`config.mk`:
```
export PLATFORM = sky130hd
export DESIGN_NAME = comp_1_bit
export DESIGN_NICKNAME = d
export VERILOG_FILES = /design/src/rtl/comp_1_bit.sv
export SDC_FILE = /design/constraint.sdc
export NUM_CORES = 1
export LEC_CHECK = 0
export BUFFER_PORTS_ARGS = -buffer_cell sky130_fd_sc_hd__buf_4
export CAP_MARGIN = 15
export CELL_PAD_IN_SITES_DETAIL_PLACEMENT = 0
export CELL_PAD_IN_SITES_GLOBAL_PLACEMENT = 1
export CORE_MARGIN = 2
export CORE_UTILIZATION = 21
export DETAILED_ROUTE_END_ITERATION = 7
export PLACE_DENSITY_LB_ADDON = 0.1
export RECOVER_POWER = 50
export REMOVE_ABC_BUFFERS = 1
export SETUP_SLACK_MARGIN = 0.5
export SLEW_MARGIN = 10
export SYNTH_ARGS = -nofsm -noshare
export SYNTH_HDL_FRONTEND = slang
export SYNTH_SLANG_ARGS = --single-unit
```
`constraint.sdc`:
```
create_clock -name clk -period 0.8 [get_ports clk]
set_input_delay 0 -clock clk [delete_from_list [all_inputs] [get_ports clk]]
set_output_delay 0 -clock clk [all_outputs]
set_load 0.005 [all_outputs]
```
`src/rtl/comp_1_bit.sv`:
```
// Registered 1-bit magnitude comparator with optional saturating event counters.
// Define COMP_1_BIT_STATS_EN to build the gt/eq/le counters and clr_cnt logic.
module comp_1_bit #(
    parameter int CNT_W = 8
) (
    input  logic             clk,
    input  logic             rst,
    input  logic             en,
    input  logic             A,
    input  logic             B,
    input  logic             clr_cnt,
    output logic             Eq,
    output logic             Le,
    output logic             Gt,
    output logic             valid,
    output logic [CNT_W-1:0] gt_cnt,
    output logic [CNT_W-1:0] eq_cnt,
    output logic [CNT_W-1:0] le_cnt
);

    logic a_gt_b;
    logic a_eq_b;
    logic a_lt_b;

    assign a_gt_b = A & ~B;
    assign a_eq_b = ~(A ^ B);
    assign a_lt_b = ~A & B;

    // NOTE: sequential state uses <= so every flop samples pre-edge values.
    always_ff @(posedge clk) begin
        if (rst) begin
            Gt    <= 1'b0;
            Eq    <= 1'b0;
            Le    <= 1'b0;
            valid <= 1'b0;
        end else begin
            valid <= en;
            if (en) begin
                Gt <= a_gt_b;
                Eq <= a_eq_b;
                Le <= a_lt_b;
            end
        end
    end

`ifdef COMP_1_BIT_STATS_EN
    localparam logic [CNT_W-1:0] CNT_MAX = '1;

    // Clear beats a coincident sample; counters stick at all-ones.
    always_ff @(posedge clk) begin
        if (rst || clr_cnt) begin
            gt_cnt <= '0;
            eq_cnt <= '0;
            le_cnt <= '0;
        end else if (en) begin
            if (a_gt_b && gt_cnt != CNT_MAX) gt_cnt <= gt_cnt + 1'b1;
            if (a_eq_b && eq_cnt != CNT_MAX) eq_cnt <= eq_cnt + 1'b1;
            if (a_lt_b && le_cnt != CNT_MAX) le_cnt <= le_cnt + 1'b1;
        end
    end
`else
    logic unused_clr_cnt;

    assign unused_clr_cnt = clr_cnt;
    assign gt_cnt         = '0;
    assign eq_cnt         = '0;
    assign le_cnt         = '0;
`endif

endmodule

```
==> flow_summary.yaml <==
setup_path:
  path_max_fanout: 2
  r2r_end: "Eq"
  path_class: "flip-flop to primary output"
  cpLargestDelayFamily: "flip-flops"
  r2r_start: "Eq"
  start_kind: "flip-flop"
  path_buf_inv: 1
  reg2reg_depth: 2
  rrSetupSlack_ns: 0.20
  slowest_stage: "dfxtp_1"
  cp.required_ns: 0.80
  cp_cell_sequence: "buf_6"
  crit_path_end: "Eq"
  crit_start: "Eq"
  cp_num_cells: 1
  worst_path_largest_cell_delay_ns: 0.34
  cp-end-kind: "primary output"
  critical_path_arrival_ns: 0.68
timing:
  holdWs_ns: -0.0555
  fin_tns_setup_ns: 0
  final.period_utilization_pct: 84.9
  hold_viol: 4
  grt_setup_unrepaired: "yes"
  setup_viol: 0
  worst_slack_ns: 0.121
  final_max_slew_viol_count: 0
  max_freq_mhz: 1470
  finClkSkew_ns: 0
  post-route-min-period_ns: 0.679
yosys:
  yosys_register_bits: 4
  ys_seq_area_share_pct: 23.3
  synth_cell_types: 8
  yosys_warnings: 0
  synthesis.area_um2: 344
  syn_area_per_cell_um2: 8.60
  synthCells: 40
grt:
  antenna_found_initial: 0
  grt_max_degree: 5
  overflow: 0
  first_global_vias: 171
  grt.total_usage_pct: 5.91
  grt_pass1_wl_um: 696
status:
  outcome: "finished with violations"
  violations: "hold timing"
placement:
  dp_slack_ns: 0.114
  post_dp_cell_area_um2: 330
  portBuffers: 8
  place_congestion: 0.576
  placedCellCount: 63
  place_hpwl_um: 408
detailed_routing:
  finalWirelength_um: 476
  ant_nets: 0
  drt_first_pass_iters: 2
  drc: 0
  vias: 202
  wl_per_cell_um: 7.21
  drt_iter0_markers: 1
  viasPerCell: 3.06
finish:
  layout_common_cells: "24 x conb_1, 4 x buf_6"
  final_cell_area_um2: 365
  drive_above_1_share_pct: 22.0
  final_common_cell: "conb_1"
  syn_to_final_growth_pct: 6.18
  n_antenna_cell: 0
  stdcell_count: 66
  nets: 60
  fin_util_pct: 24.0
clock_tree:
  clock-sinks: 4
  cts_setup_buffers: 0
  path_clk_slew_ns: 0.04
  cts.htree.levels: 1
  clock-root-buffer: "clkbuf_4"
  clockBufferDepth: 2
  clkLatencyLatePin_ns: 0.23
  cts_made_buffers: 3
  cts_tree: "done"
floorplan:
  rows: 14
  floorplan.initialDensity_pct: 22.6
  die_h_um: 44.5
  core_area_um2: 1520
  die_w_um: 44.5
  ios: 34
  dieArea_um2: 1980
job:
  drv_cap: 0
power:
  ir_drop_mv: 0.486
  cellPowerDensity_nw_per_um2: 1530
  power.leakage_nw: 0.216
  fin_total_pwr_uw: 560
min_path:
  min_path_type: "input port to flip-flop"
## report_power, final
part	leakage, nW	switching [mW]	internal (mW)	total, mW
clock	0.0138	0.0816	0.168	0.249
sequential	0.0332	0.00687	0.212	0.219
combinational	0.169	0.0506	0.0414	0.0919
## worst min-delay path by stage
stage / cells past startpoint / slack (ns) / end / startpoint
2_1_floorplan: 1 / 0.07 / valid / rst
3_3_place_gp: 2 / 0.19 / valid / rst
3_5_place_dp: 2 / 0.19 / Eq / rst
4_1_cts: 2 / -0.06 / Le / rst
5_1_grt: 2 / -0.05 / Le / rst
6_report: 2 / -0.06 / Le / rst
## synthesized netlist by cell type
cell type	number	share of area (%)
nor2_1	3	3.3
inv_1	2	2.2
dfxtp_1	4	23
buf_4	24	52
mux2i_1	3	8.7
nor2b_1	1	1.8
conb_1	1	1.1
ha_1	2	7.3
## per-layer routing
| layer | GRT usage (%) | up-vias | share of wire [%] |
|---|---|---|---|
| li1 | - | 94 | - |
| met3 | 7.35 | 0 | 21 |
| met5 | 0 | - | 0 |
| met2 | 7.54 | 23 | 49 |
| met1 | 4.38 | 85 | 30 |
| met4 | 5.45 | 0 | 0 |
## sequential cells by signal (all words and copies together) (netlist names)
| name | count |
|---|---|
| Eq | 1 |
| Gt | 1 |
| Le | 1 |
| valid | 1 |
## layout make-up
class	count	area, µm²
repair buffers	8	71.3
inverters	2	7.51
well taps	16	20.0
flip-flops and latches	4	81.3
multi-input cells	33	163
fillers	170	1160
clock buffers	3	22.5
## repair_timing
action                                  in CTS  in global routing
gates resized for setup                      8                  0
endpoints found under the setup margin       7                  7
pin swaps                                    0                  1
endpoints found under the hold margin        4                  4
## cells by family after synthesis
kind of cell | count (synthesis) | share of synthesized area (%)
buffers and inverters | 26 | 54.5
AND/OR/NAND/NOR | 4 | 5.09
flip-flops | 4 | 23.3
other | 1 | 1.09
multiplexers | 3 | 8.73
adder cells (fa/ha/maj) | 2 | 7.27
Note: power is estimated with default switching activity, not from simulation.
